File: src/rtl/spi_pkg.sv
// spi_pkg: arbiter state type (arb_state_t) and default NUM_REQ/DATA_W sizes shared by the SPI arbiter files
package spi_pkg;
  typedef enum logic [1:0] {IDLE, START, WAIT, ACK} arb_state_t;
  localparam int DEF_NUM_REQ = 4;
  localparam int DEF_DATA_W = 8;
endpackage

File: src/rtl/spi_arbiter_if.sv
// spi_arbiter_if: requester + SPI master bus; slave modport = arbiter side (req/req_data/m_done in; req_ack/req_err/m_start/m_data/m_sel/busy out), master modport = driver side
interface spi_arbiter_if import spi_pkg::*; #(
  parameter int NUM_REQ = DEF_NUM_REQ,
  parameter int DATA_W = DEF_DATA_W
);
  logic [NUM_REQ-1:0] req;
  logic [NUM_REQ*DATA_W-1:0] req_data;
  logic [NUM_REQ-1:0] req_ack;
  logic [NUM_REQ-1:0] req_err;
  logic m_start;
  logic [DATA_W-1:0] m_data;
  logic m_done;
  logic [NUM_REQ-1:0] m_sel;
  logic busy;
  modport slave (input req, req_data, m_done, output req_ack, req_err, m_start, m_data, m_sel, busy);
  modport master (output req, req_data, m_done, input req_ack, req_err, m_start, m_data, m_sel, busy);
endinterface

File: src/rtl/spi_rr_arbiter.sv
// spi_rr_arbiter: combinational round-robin pick (in: req, last_grant; out: grant index, valid), searching upward from last_grant+1
module spi_rr_arbiter import spi_pkg::*; #(
  parameter int NUM_REQ = DEF_NUM_REQ
) (
  input  logic [NUM_REQ-1:0]         req,
  input  logic [$clog2(NUM_REQ)-1:0] last_grant,
  output logic [$clog2(NUM_REQ)-1:0] grant,
  output logic                       valid
);
  localparam int IW = $clog2(NUM_REQ);
  logic [IW-1:0] idx;
  always_comb begin
    grant = '0;
    valid = 1'b0;
    idx = '0;
    for (int k = NUM_REQ; k >= 1; k--) begin
      idx = IW'((int'(last_grant) + k) % NUM_REQ);
      if (req[idx]) begin
        grant = idx;
        valid = 1'b1;
      end
    end
  end
endmodule

File: src/rtl/spi_arbiter.sv
// spi_arbiter: round-robin sharing of one SPI master among NUM_REQ requesters (ports: clk, rst, bus = spi_arbiter_if.slave); define SPI_ARBITER_TIMEOUT_EN for the TIMEOUT_CYCLES done-watchdog
module spi_arbiter import spi_pkg::*; #(
  parameter int NUM_REQ = DEF_NUM_REQ,
  parameter int DATA_W = DEF_DATA_W,
  parameter int TIMEOUT_CYCLES = 256
) (
  input logic clk,
  input logic rst,
  spi_arbiter_if.slave bus
);
  localparam int IW = $clog2(NUM_REQ);
  arb_state_t state, state_n;
  logic [IW-1:0] grant, grant_n, last_grant, pick;
  logic pick_valid, expire;
  spi_rr_arbiter #(.NUM_REQ(NUM_REQ)) u_rr (
    .req(bus.req),
    .last_grant(last_grant),
    .grant(pick),
    .valid(pick_valid)
  );
  always_comb begin
    state_n = state == IDLE  ? (pick_valid ? START : IDLE)
            : state == START ? WAIT
            : state == WAIT  ? (bus.m_done ? ACK : expire ? IDLE : WAIT)
            : IDLE;
    grant_n = (state == IDLE && pick_valid) ? pick : grant;
  end
  // outputs are registered from next-state so m_sel/busy/m_start line up with the state they describe
  always_ff @(posedge clk) begin
    if (rst) begin
      state <= IDLE;
      grant <= '0;
      last_grant <= IW'(NUM_REQ - 1);
      bus.m_data <= '0;
      bus.m_start <= 1'b0;
      bus.m_sel <= '0;
      bus.busy <= 1'b0;
      bus.req_ack <= '0;
    end else begin
      state <= state_n;
      grant <= grant_n;
      if (state == IDLE && pick_valid) bus.m_data <= DATA_W'(bus.req_data >> (DATA_W * int'(pick)));
      bus.m_start <= state_n == START;
      bus.m_sel <= (state_n == IDLE) ? '0 : (NUM_REQ'(1) << grant_n);
      bus.busy <= state_n != IDLE;
      bus.req_ack <= (state == ACK) ? (NUM_REQ'(1) << grant) : '0;
      if (state == ACK || expire) last_grant <= grant;
    end
  end
`ifdef SPI_ARBITER_TIMEOUT_EN
  localparam int CW = $clog2(TIMEOUT_CYCLES);
  logic [CW-1:0] cnt;
  // counter is held at zero outside WAIT, so it restarts on every WAIT entry
  always_ff @(posedge clk) begin
    cnt <= (rst || state != WAIT) ? '0 : cnt + 1'b1;
    bus.req_err <= (!rst && expire) ? (NUM_REQ'(1) << grant) : '0;
  end
  assign expire = state == WAIT && !bus.m_done && cnt == CW'(TIMEOUT_CYCLES - 1);
`else
  assign expire = 1'b0;
  assign bus.req_err = '0;
`endif
endmodule

File: src/flat_wrapper.sv
// flat-port wrapper written by rule: the top's interface ports become plain ports
module spi_arbiter_flat import spi_pkg::*;
#(
  parameter int NUM_REQ = DEF_NUM_REQ,
  parameter int DATA_W = DEF_DATA_W,
  parameter int TIMEOUT_CYCLES = 256
)
  (clk, rst, bus_req, bus_req_data, bus_m_done, bus_req_ack, bus_req_err, bus_m_start, bus_m_data, bus_m_sel, bus_busy);
  spi_arbiter_if #(.NUM_REQ(NUM_REQ), .DATA_W(DATA_W)) bus_i ();
  input logic clk;
  input logic rst;
  input wire logic [$bits(bus_i.req)-1:0] bus_req;
  input wire logic [$bits(bus_i.req_data)-1:0] bus_req_data;
  input wire logic [$bits(bus_i.m_done)-1:0] bus_m_done;
  output wire logic [$bits(bus_i.req_ack)-1:0] bus_req_ack;
  output wire logic [$bits(bus_i.req_err)-1:0] bus_req_err;
  output wire logic [$bits(bus_i.m_start)-1:0] bus_m_start;
  output wire logic [$bits(bus_i.m_data)-1:0] bus_m_data;
  output wire logic [$bits(bus_i.m_sel)-1:0] bus_m_sel;
  output wire logic [$bits(bus_i.busy)-1:0] bus_busy;
  assign bus_i.req = bus_req;
  assign bus_i.req_data = bus_req_data;
  assign bus_i.m_done = bus_m_done;
  assign bus_req_ack = bus_i.req_ack;
  assign bus_req_err = bus_i.req_err;
  assign bus_m_start = bus_i.m_start;
  assign bus_m_data = bus_i.m_data;
  assign bus_m_sel = bus_i.m_sel;
  assign bus_busy = bus_i.busy;
  spi_arbiter #(.NUM_REQ(NUM_REQ), .DATA_W(DATA_W), .TIMEOUT_CYCLES(TIMEOUT_CYCLES)) u_core (.clk(clk), .rst(rst), .bus(bus_i));
endmodule
File: config.mk
export PLATFORM = sky130hd
export DESIGN_NAME = spi_arbiter_flat
export DESIGN_NICKNAME = d
export VERILOG_FILES = /design/src/rtl/spi_pkg.sv /design/src/rtl/spi_arbiter_if.sv /design/src/rtl/spi_rr_arbiter.sv /design/src/rtl/spi_arbiter.sv /design/src/flat_wrapper.sv
export SDC_FILE = /design/constraint.sdc
export NUM_CORES = 1
export LEC_CHECK = 0
export CAP_MARGIN = 20
export CORE_MARGIN = 1.5
export CORE_UTILIZATION = 43
export DETAILED_ROUTE_END_ITERATION = 8
export PLACE_DENSITY = 0.82
export SYNTH_ARGS = -nofsm -noshare
export SYNTH_HDL_FRONTEND = slang
export SYNTH_SLANG_ARGS = --single-unit
File: constraint.sdc
create_clock -name clk -period 2.97 [get_ports clk]
set_clock_uncertainty 0.05 [all_clocks]
set_input_delay 0.297 -clock clk [delete_from_list [all_inputs] [get_ports clk]]
set_output_delay 0.297 -clock clk [all_outputs]
set_load 0.02 [all_outputs]
After elaboration in Yosys (flattened, before gate mapping)
Cells that the tools add are included.
{ "totals": {"word_cells": 52, "register_bits": 24, "in_bits": 39} }
{ "op_classes": {"addsub": 4, "magnitude_cmp": 4, "n_eq_ne": 4, "n_bitwise": 1, "n_reduce_logical": 6, "n_mux": 22, "shift": 3} }
{ "ops": {"columns": ["operator", "n"], "rows": [
  ["$shr A32 B5 Y8", 1],
  ["$mux W2", 8],
  ["$lt A2 B3 Y1 const B", 4],
  ["$mux W1", 10],
  ["$bmux W1 S2", 4],
  ["$shl A1 B2 Y4 const A", 2],
  ["$add A2 B1 Y2 const B", 2],
  ["$add A2 B2 Y2 const B", 2],
  ["$eq A2 B1 Y1 const B", 2],
  ["$eq A2 B2 Y1 const B", 2],
  ["$logic_not A2 Y1", 2],
  ["$reduce_or A2 Y1", 2],
  ["$reduce_bool A2 Y1", 1],
  ["$logic_and A1 B1 Y1", 1],
  ["$not A1 Y1", 1]
]} }

Longest topological paths before layout
Gate-level depths: netlist of run 1.
{ "logic_depth": {"word_depth": 11, "mapped_depth": 7, "ltp_nobuf": 7} }

By module
A second synthesis of run 1 with hierarchy kept.
{ "hier_totals": {"hier_cells": 115, "hier_area_um2": 1231.2} }
{ "by_module_without_submodules": {"columns": ["mod", "area_each_um2", "cells_each", "seq_area_each_um2", "instances"], "rows": [
  ["spi_arbiter", 1139.8, 101, 480.5, 1],
  ["spi_rr_arbiter", 91.3, 14, 0.0, 1]
]} }

Least setup slack after synthesis of run 1
No wires, ideal clock.
{ "synth_timing": {"kind": "register -> register", "startpoint": "reg u_core.last_grant[1]", "endpoint": "reg u_core.bus.m_data[0]", "required_ps": 2803, "slack_ps": 1418, "setup_time_ps": 117, "n_path_buf": 2, "path_stages_with_launch": 8, "arrival_time_ps": 1385, "cell_sequence": "dfxtp_1 -> o21ai_1 -> o221ai_2 -> buf_6 -> buf_12 -> mux2i_1 -> mux2i_1 -> a22o_1"} }
{ "synth_between": {"elab_chain_len": 8, "elab_cells_between_ends": 22, "cone_classes": "4 x add/sub; 1 x shift; 16 x mux; 1 x reduce/logical"} }
{ "synth_lines": {"columns": ["item", "line", "text"], "rows": [
  ["start: declaration", "spi_arbiter.sv:13", "logic [IW-1:0] grant, grant_n, last_grant, pick;"],
  ["start signal: assignment", "spi_arbiter.sv:33", "last_grant <= IW'(NUM_REQ - 1);"],
  ["start signal: assignment", "spi_arbiter.sv:47", "if (state == ACK || expire) last_grant <= grant;"],
  ["$add A2 B1 Y2", "spi_rr_arbiter.sv:17", "idx = IW'((int'(last_grant) + k) % NUM_REQ);"],
  ["$bmux W1 S2", "spi_rr_arbiter.sv:18", "if (req[idx]) begin"],
  ["$mux W1 (not written as such)", "spi_rr_arbiter.sv:18", null],
  ["$mux W2 / $mux W1 (equally long branches) (4 in a row)", "spi_rr_arbiter.sv:18", null],
  ["$shr A32 B5 Y8 / $logic_and A1 B1 Y1 (equally long branches)", "spi_arbiter.sv:42", "if (state == IDLE && pick_valid) bus.m_data <= DATA_W'(bus.req_data >> (DATA_W * int'(pick)));"],
  ["end signal: assignment", "spi_arbiter.sv:42", null],
  ["end: declaration", "spi_arbiter_if.sv:15", "modport slave (input req, req_data, m_done, output req_ack, req_err, m_start, m_data, m_sel, busy);"]
]} }
Parallel ways exist; a longest one is shown, timed or not. The select of a mux whose other input is x is not followed.
A chain may end at the register's enable or synchronous reset.

Worst setup path after layout of run 1
{ "layout_timing": {"startpoint": "in bus_req[1]", "endpoint": "reg u_core.bus.m_sel[2]"} }
{ "layout_between": {"elab_chain_len": 10, "elab_cells_between_ends": 23, "cone_classes": "1 x shift; 19 x mux; 3 x reduce/logical"} }
{ "layout_lines": {"columns": ["item", "line", "text"], "rows": [
  ["start: declaration", "flat_wrapper.sv:12", "input wire logic [$bits(bus_i.req)-1:0] bus_req;"],
  ["$bmux W1 S2", "spi_rr_arbiter.sv:18", null],
  ["$mux W1 (not written as such)", "spi_rr_arbiter.sv:18", null],
  ["$mux W1 (4 in a row)", "spi_rr_arbiter.sv:18", null],
  ["$mux W1", "spi_arbiter.sv:22", "state_n = state == IDLE ? (pick_valid ? START : IDLE)"],
  ["$mux W2", "spi_arbiter.sv:22", null],
  ["$logic_not A2 Y1", "spi_arbiter.sv:44", "bus.m_sel <= (state_n == IDLE) ? '0 : (NUM_REQ'(1) << grant_n);"],
  ["$reduce_or A2 Y1 (no line)", null, null],
  ["end signal: assignment", "spi_arbiter.sv:44", null],
  ["end: declaration", "spi_arbiter_if.sv:15", null]
]} }
Parallel ways exist; a longest one is shown, timed or not. The select of a mux whose other input is x is not followed.

==> impl_metrics.yaml, run 1 <==
run_status:
  status: "completed"
clock_tree:
  htreeDepth: 1
  cts_resized: 0
  clk_pin_slew_ns: 0.12
  clock_latency_ns: 0.30
  root_buffer: "clkbuf_4"
  cts_tree: "built"
  post-cts-setup-buffer-count: 0
  clockBufferDepth: 2
  hold_buffers: 0
  cts_buffers: 3
  cts.sinks: 24
yosys:
  yosysSeqAreaShare_pct: 38.55
  yosysTopAreaCell: "dfxtp_1"
  yosys_warnings: 0
  synth.area.top_cells: "dfxtp_1 (39%), mux2i_1 (19%), a22o_1 (5.6%)"
  netlist_instances: 123
  yosys.area.top_type_share_pct: 38.55
  synth.distinct_cells: 32
  synth_commonest_cells: "dfxtp_1 (24), mux2i_1 (24), nor2_1 (10), nor2b_1 (10), a22o_1 (8)"
  avgSynthCellArea_um2: 10.13
  async_flop_share_pct: 0
  synth_edf_count: 0
  synth_area_mm2: 0.001246
  ys_ff_latch: 24
  synthFlopType: "dfxtp_1"
pwr:
  power_w: 0.0009523
  ir_drop_v: 0.0003983
  power_switching_w: 0.0003189
  power_density_mw_per_mm2: 523.1
  swShare_pct: 33.49
  p_seq_share_pct: 42.3
  p_leak_nw: 0.7962
  clkPwrFrac_pct: 14.1
  p_comb_share_pct: 43.6
  p_int_w: 0.0006333
timing:
  setup_viol: 0
  period_share_pct: 71.87
  min_period_ns: 2.135
  worstMarginPinSlew_ns: 1.027
  fmax_mhz: 468.5
  fin_setup_tns_ns: 0
  finalHoldViolations: 0
  layout_setup_ws_ns: 0.8354
  rsz0062_at_grt: "false"
  slew_violations: 0
  slew_headroom_pct: 31.40
min_path:
  hp-start: "u_core.grant[1]"
  hold_path.class: "register to register"
drt:
  ant_nets: 0
  dr.pass1.iters: 4
  vias_per_cell: 5.082
  wl_um: 3105
  wl_per_cell_um: 14.93
  vias: 1057
  drt-initial-drc-count: 26
  drc: 0
die:
  fp.dieH_um: 56.84
  dieArea_mm2: 0.003230
  coreArea_mm2: 0.002758
  die_x_um: 56.84
  io_pins: 61
  initial_core_util_pct: 45.19
  std_cell_rows: 19
job:
  cap_violations: 0
worst_setup_path:
  arrival_ns: 2.29
  worstSetupPathType: "primary input to register"
  path_max_fanout: 9
  reg2reg_slack_ns: 1.04
  setup.worst_path.start: "bus_req[1]"
  start_kind: "primary input"
  cp-end-kind: "register"
  cp_data_required_time_ns: 3.12
  r2r-start: "u_core.last_grant[1]"
global_routing:
  grt_pass1_wl_um: 4899
  grt_pass1_vias: 1093
  grtUsageTotal_pct: 19.54
  grt_overflow_total: 0
  antenna_found_initial: 0
  grt_max_degree: 21
cells_and_area:
  fin_nets: 222
  area_growth_pct: 46.08
  drive_gt1_share_pct: 6.215
  stdcell_count: 208
  num_antenna_cells: 0
  fill_cells: 227
  post-route-cell-area_mm2: 0.001821
placement:
  place_hpwl_um: 2487
  gp_congestion: 0.7907
  dpl_cell_area_mm2: 0.001798
  pre_cts_slack_ns: 0.5272
  post-place-cells: 205
  portBuffers: 56
==> registers in the layout (all words and copies together) (netlist names) <==
register	count
u_core.bus.m_sel	4
u_core.bus.m_start	1
u_core.bus.m_data	8
u_core.bus.busy	1
u_core.grant	2
u_core.bus.req_ack	4
u_core.last_grant	2
u_core.state	2
==> placed cells by master (no fill, tap or decap) <==
| master | count |
|---|---|
| and3_1 | 1 |
| o41ai_2 | 1 |
| dfxtp_1 | 24 |
| mux2i_1 | 24 |
| nor3_1 | 3 |
| inv_1 | 4 |
| ha_1 | 4 |
| o21ai_1 | 2 |
| a21o_1 | 1 |
| nor3b_1 | 1 |
| a22o_1 | 8 |
| nand2_1 | 2 |
| nor4bb_1 | 1 |
| nand2b_1 | 4 |
| inv_2 | 1 |
| buf_4 | 2 |
| or2_1 | 1 |
| a211o_1 | 1 |
| o221ai_2 | 1 |
| and2b_1 | 1 |
| clkdlybuf4s50_1 | 56 |
| clkbuf_4 | 3 |
| nor2b_1 | 10 |
| and3b_1 | 2 |
| mux2i_2 | 1 |
| o311ai_2 | 1 |
| a21oi_2 | 1 |
| a21oi_1 | 2 |
| nor2_1 | 10 |
| conb_1 | 4 |
==> cells by family after synthesis <==
| kind of cell | Yosys count | synth area share [%] |
|---|---|---|
| AO/OA/AOI/OAI | 18 | 12.45 |
| multiplexers | 25 | 20.38 |
| flip-flops | 24 | 38.55 |
| buffers and inverters | 15 | 8.032 |
| adder cells (fa/ha/maj) | 4 | 4.016 |
| other | 1 | 0.3009 |
| AND/OR/NAND/NOR | 36 | 16.27 |
==> per-stage QoR <==
step                      hold WS [ns]  util (%)
final                           0.4852     66.02
after global routing            0.4969     66.02
after global placement          0.4681     65.20
after detailed placement        0.4725     65.20
after CTS                       0.4894     66.02
after floorplan                 0.4288         -
==> cell type report <==
type	instances	area, µm²	share of cell area, %
Sequential cell	24	480.5	26.39
Clock buffer	3	22.52	1.237
Multi-Input combinational cell	87	684.4	37.59
Tap cell	31	38.79	2.131
Inverter	5	18.77	1.031
Timing Repair Buffer	58	575.6	31.62
==> path summary, 6_finish.rpt <==
check | cells after the start | to
hold reg to reg | 2 | u_core.bus.req_ack[3]
setup reg to reg | 6 | u_core.bus.m_data[5]
setup / recovery | 5 | u_core.bus.m_sel[2]
hold / removal | 2 | u_core.bus.req_ack[3]
==> power groups by stage <==
| stage | Sequential (W) | Clock, W | Combinational (W) |
|---|---|---|---|
| 2_1_floorplan | 0.000451 | 0 | 0.000208 |
| 3_3_place_gp | 0.000409 | 0 | 0.000402 |
| 3_5_place_dp | 0.000410 | 0 | 0.000415 |
| 4_1_cts | 0.000403 | 0.000137 | 0.000417 |
| 5_1_grt | 0.000409 | 0.000149 | 0.000445 |
| 6_report | 0.000403 | 0.000134 | 0.000415 |
==> critical path, cell delays in order <==
cell	delay [ns]
clkdlybuf4s50_1	0.57
nor2_1	0.08
o311ai_2	0.83
mux2i_2	0.24
and3b_1	0.26
==> metal layers <==
metal | track usage (%) | vias up | part of all wire, %
li1 | - | 530 | -
met1 | 25.00 | 505 | 44
met2 | 33.39 | 18 | 51
met3 | 3.226 | 4 | 3.7
met4 | 6.312 | 0 | 1.4
met5 | 0 | - | 0
Note: power is estimated with default switching activity, not from simulation.
==> run 2, diff against run 1 <==
CORE_UTILIZATION = 36   (was 43)
PLACE_DENSITY = 0.73   (was 0.82)
clock period = 1.72 ns   (was 2.97 ns; I/O delays follow)
==> run 2 against run 1 <==
Clock-buffer cell count increased by 1. First-iteration DRC count increased by 7.7%. Register-to-register slack got worse by 1.0 ns. Largest power group unchanged. Via count increased by 8.8%.
==> impl_metrics.yaml, run 2 (synthesis results as in run 1) <==
cells_and_area:
  reg_top3: "u_core.bus.m_data (8), u_core.bus.m_sel (4), u_core.bus.req_ack (4)"
  fin_nets: 238
  post-route-cell-area_mm2: 0.002063
  mostFrequentLayoutCells: "clkdlybuf4s50_1 (55), mux2i_1 (20), dfxtp_1 (20)"
  area.sequential_um2: 488.0
  fill_cells: 297
  top_register: "u_core.bus.m_data"
  num_antenna_cells: 0
  area_growth_pct: 65.56
  layout_commonest_cell: "clkdlybuf4s50_1"
  drive_gt1_share_pct: 20.62
  largest_register_ffs: 8
  multiInputGateArea_um2: 734.5
timing:
  min_period_ns: 1.716
  fmax_mhz: 582.6
  slew_violations: 0
  period_share_pct: 99.79
  finalHoldViolations: 0
  rsz0062_at_grt: "true"
  setup_viol: 0
pwr:
  power_density_mw_per_mm2: 897.5
  ir_drop_v: 0.0004479
  power_w: 0.001852
  p_seq_share_pct: 37.9
  p_comb_share_pct: 46.4
  clkPwrFrac_pct: 15.7
  swShare_pct: 32.62
  p_leak_nw: 0.8895
  power_switching_w: 0.0006040
  p_int_w: 0.001248
worst_setup_path:
  worstSetupPathType: "primary input to register"
  cp-end-kind: "register"
  start_kind: "primary input"
  arrival_ns: 1.93
  r2r-start: "u_core.last_grant[0]"
  setup.worst_path.start: "bus_req[3]"
  cp-endpoint: "u_core.bus.m_data[5]"
  reg2reg_slack_ns: 0.03
  path_max_fanout: 8
  reg2reg_to: "u_core.bus.m_data[5]"
  cp_data_required_time_ns: 1.94
  reg2reg_depth: 6
die:
  std_cell_rows: 21
  die_x_um: 61.84
  initial_core_util_pct: 37.35
  coreArea_mm2: 0.003337
  fp.dieH_um: 61.84
  dieArea_mm2: 0.003824
  io_pins: 61
clock_tree:
  root_buffer: "clkbuf_4"
  cts.sinks: 24
  hold_buffers: 0
  cts_buffers: 3
  clk_pin_slew_ns: 0.13
  cts_tree: "built"
  htreeDepth: 1
  clock_latency_ns: 0.31
  clockBufferDepth: 2
run_status:
  status: "completed"
drt:
  wl_um: 3437
  dr.pass1.iters: 3
  vias: 1150
  wl_per_cell_um: 14.32
  drt-initial-drc-count: 28
  drc: 0
  vias_per_cell: 4.792
  ant_nets: 0
global_routing:
  grt_pass1_vias: 1137
  grt_pass1_wl_um: 4954
  grt_max_degree: 18
  grt_overflow_total: 0
  grtUsageTotal_pct: 17.87
  antenna_found_initial: 0
placement:
  portBuffers: 56
  gp_congestion: 0.7396
  place_hpwl_um: 2600
  dpl_cell_area_mm2: 0.001912
min_path:
  hold_path.class: "register to register"
job:
  cap_violations: 0
-- run 2: cell types whose count changed in the layout (fill, tap and decap cells not counted), moves of 2 or more --
cell / change
buf_4: +13
dfxtp_1: -4
dfxtp_2: +3
mux2i_1: -4
mux2i_2: +3
nor2_1: -2
nor2_2: +2
-- run 2: what timing repair did --
item,CTS,global route
cloned,0,1
setup endpoints to repair,8,11
gates resized for setup,5,12
setup buffers,3,1
pin swaps,0,1
-- run 2: worst min path at each step --
stage               slack, ns               endpoint            start  cells past startpoint
floorplan                0.39        u_core.state[0]       bus_req[0]                      4
global placement         0.47  u_core.bus.req_ack[3]  u_core.grant[1]                      2
detailed placement       0.47  u_core.bus.req_ack[3]  u_core.grant[1]                      2
CTS                      0.49  u_core.bus.req_ack[2]  u_core.grant[0]                      1
global route             0.51  u_core.bus.req_ack[3]  u_core.grant[1]                      2
finish                   0.50   u_core.last_grant[1]  u_core.grant[1]                      2
-- run 2: per-stage QoR --
stage | utilization [%] | hold slack, ns | setup WS (ns) | setup TNS (ns) | std cells
2_1_floorplan | - | 0.3950 | 0.1684 | 0 | 126
3_3_place_gp | 57.29 | 0.4676 | -0.2679 | -2.653 | 231
3_5_place_dp | 57.29 | 0.4683 | -0.3413 | -3.759 | 231
4_1_cts | 59.36 | 0.4931 | 0.001963 | 0 | 238
5_1_grt | 61.83 | 0.5109 | -0.07589 | -0.5347 | 240
6_report | 61.83 | 0.4954 | 0.003680 | 0 | 240
-- run 2: routing by layer --
| layer | vias up | global-route usage, % | share of wire [%] |
|---|---|---|---|
| li1 | 566 | - | - |
| met1 | 551 | 22.77 | 44 |
| met2 | 27 | 30.08 | 52 |
| met3 | 6 | 2.070 | 2.8 |
| met4 | 0 | 8.511 | 1.6 |
| met5 | - | 0 | 0 |
-- run 2: power by group through the flow --
stage | sequential (W) | combinational (W) | clock [W]
2_1_floorplan | 0.000779 | 0.000360 | 0
3_3_place_gp | 0.000703 | 0.000759 | 0
3_5_place_dp | 0.000708 | 0.000777 | 0
4_1_cts | 0.000698 | 0.000804 | 0.000301
5_1_grt | 0.000711 | 0.000922 | 0.000325
6_report | 0.000701 | 0.000860 | 0.000291
-- run 2: final cells by class --
class / count / area share [%]
clock buffer: 4 / 1.759
inverter: 5 / 0.9096
multi-input combinational: 87 / 35.60
sequential: 24 / 23.65
tap: 46 / 2.790
timing repair buffer: 74 / 35.29
-- run 2: worst max-delay path, cell delays in order --
cell and delay [ns]:
clkdlybuf4s50_1 0.55, buf_4 0.14, nor2_1 0.05, o311ai_2 0.31, buf_6 0.21, mux2i_2 0.29
a22o_1 0.19
==> run 3, diff against run 2 <==
GPL_ROUTABILITY_DRIVEN = 0   (was default)
MAX_ROUTING_LAYER = met4   (was default)
==> run 3 against run 2 <==
Sequential share of layout area unchanged. Power hardly changed. Worst setup slack improved by 0.0081 ns. Worst hold slack better by 0.0030 ns. Non-clock buffer count did not move. Sequential power about the same. Register-to-register slack hardly changed. Clock-buffer cell count stayed put. Fmax increased by 0.48%. Largest power group unchanged. Highest routed layer unchanged.
==> impl_metrics.yaml, run 3 (synthesis results as in run 1) <==
die:
  io_pins: 61
  dieArea_mm2: 0.003824
  coreArea_mm2: 0.003337
  fp.dieH_um: 61.84
  std_cell_rows: 21
  die_x_um: 61.84
  initial_core_util_pct: 37.35
timing:
  fmax_mhz: 585.4
  fin_setup_tns_ns: 0
  period_share_pct: 99.31
  min_period_ns: 1.708
  finalHoldViolations: 0
  rsz0062_at_grt: "true"
  setup_viol: 0
  slew_violations: 0
clock_tree:
  htreeDepth: 1
  cts.sinks: 24
  root_buffer: "clkbuf_4"
  clockBufferDepth: 2
  cts_buffers: 3
  clk_pin_slew_ns: 0.13
  clock_latency_ns: 0.31
  hold_buffers: 0
  cts_tree: "built"
cells_and_area:
  fin_nets: 238
  top_register: "u_core.bus.m_data"
  reg_top3: "u_core.bus.m_data (8), u_core.bus.m_sel (4), u_core.bus.req_ack (4)"
  layout_commonest_cell: "clkdlybuf4s50_1"
  drive_gt1_share_pct: 20.62
  area_growth_pct: 65.56
  largest_register_ffs: 8
  post-route-cell-area_mm2: 0.002063
  num_antenna_cells: 0
  final_util_pct: 61.83
  mostFrequentLayoutCells: "clkdlybuf4s50_1 (55), mux2i_1 (20), dfxtp_1 (20)"
global_routing:
  grt_pass1_vias: 1127
  grtUsageTotal_pct: 18.56
  grt_max_degree: 18
  grt_overflow_total: 0
  grt_pass1_wl_um: 4988
  antenna_found_initial: 0
worst_setup_path:
  timing.critical_path.buf_inv: 2
  cp_data_required_time_ns: 1.90
  critical-path-max-stage-delay_ns: 0.48
  reg2reg_slack_ns: 0.02
  crit_family: "buffers and inverters"
  crit_path_top_delay_cell: "clkdlybuf4s50_1"
  reg2reg_to: "u_core.bus.m_data[3]"
  r2r-start: "u_core.last_grant[0]"
  path_max_fanout: 8
  crit_chain: "clkdlybuf4s50_1 -> and2b_1 -> o221ai_4 -> clkbuf_16 -> mux2i_1 -> mux2i_1 -> a22o_1"
  cp-end-kind: "register"
  reg2reg_depth: 6
  crit_path_frequent_cell: "mux2i_1"
  start_kind: "primary input"
  worstSetupPathType: "primary input to register"
  arrival_ns: 1.88
pwr:
  power_w: 0.001853
  power_switching_w: 0.0006052
  p_comb_share_pct: 46.3
  p_leak_nw: 0.8895
  clkPwrFrac_pct: 15.8
  ir_drop_v: 0.0004475
  p_seq_share_pct: 37.8
  p_int_w: 0.001248
  swShare_pct: 32.66
  power_density_mw_per_mm2: 898.1
drt:
  dr.pass1.iters: 3
  wl_per_cell_um: 14.24
  drc: 0
  wl_um: 3417
  vias: 1129
  ant_nets: 0
  vias_per_cell: 4.704
  drt-initial-drc-count: 33
placement:
  place_hpwl_um: 2600
  portBuffers: 56
  dpl_cell_area_mm2: 0.001912
min_path:
  hold_path.class: "register to register"
  hold_path_end: "u_core.last_grant[1]"
  hold_depth: 2
  hp-start: "u_core.grant[1]"
run_status:
  status: "completed"
job:
  cap_violations: 0
run 3: final cells by class:
| class | count | area [µm²] |
|---|---|---|
| fillers | 297 | 1274 |
| inverters | 5 | 18.77 |
| multi-input cells | 87 | 734.5 |
| clock buffers | 4 | 36.28 |
| well taps | 46 | 57.56 |
| flip-flops and latches | 24 | 488.0 |
| repair buffers | 74 | 728.2 |
run 3: how the worst max path moves through the flow:
| stage | from | to | cells after the start |
|---|---|---|---|
| 2_1_floorplan | u_core.last_grant[1] | u_core.bus.m_data[0] | 7 |
| 3_3_place_gp | bus_req[3] | u_core.bus.m_data[5] | 7 |
| 3_5_place_dp | bus_req[1] | u_core.bus.m_data[4] | 7 |
| 4_1_cts | u_core.state[0] | u_core.bus.m_sel[3] | 6 |
| 5_1_grt | bus_req[3] | u_core.bus.m_data[3] | 7 |
| 6_report | bus_req[3] | u_core.bus.m_data[3] | 7 |
run 3: per-layer routing:
metal | part of all wire [%] | GRT usage (%) | vias up
li1 | - | - | 565
met1 | 44 | 23.28 | 531
met2 | 51 | 30.08 | 27
met3 | 2.8 | 1.863 | 6
met4 | 1.6 | 8.511 | 0
met5 | 0 | - | -
run 3: repair_timing:
action                     4_1_cts  5_1_grt
gates cloned                     0        1
setup endpoints to repair        8       11
pin swaps                        0        0
resized for setup                5       12
hold endpoints to repair         0        0
buffers inserted                 3        1
run 3: through the flow:
step	cells	hold WS [ns]	setup slack (ns)
floorplan	126	0.3950	0.1684
global placement	231	0.4676	-0.2679
detailed placement	231	0.4683	-0.3413
CTS	238	0.4931	0.001963
global route	240	0.5143	-0.06447
finish	240	0.4984	0.01181
run 3: tightest hold or removal path, stage by stage (launching register included):
cell and delay, ns:
dfxtp_1 0.35, nand2_1 0.10, nand2_1 0.05
run 3: power groups by stage:
| stage | registers [W] | logic [W] | clock network (W) |
|---|---|---|---|
| floorplan | 0.000779 | 0.000360 | 0 |
| global placement | 0.000703 | 0.000759 | 0 |
| detailed placement | 0.000708 | 0.000777 | 0 |
| CTS | 0.000698 | 0.000804 | 0.000301 |
| global route | 0.000711 | 0.000923 | 0.000327 |
| finish | 0.000701 | 0.000859 | 0.000293 |
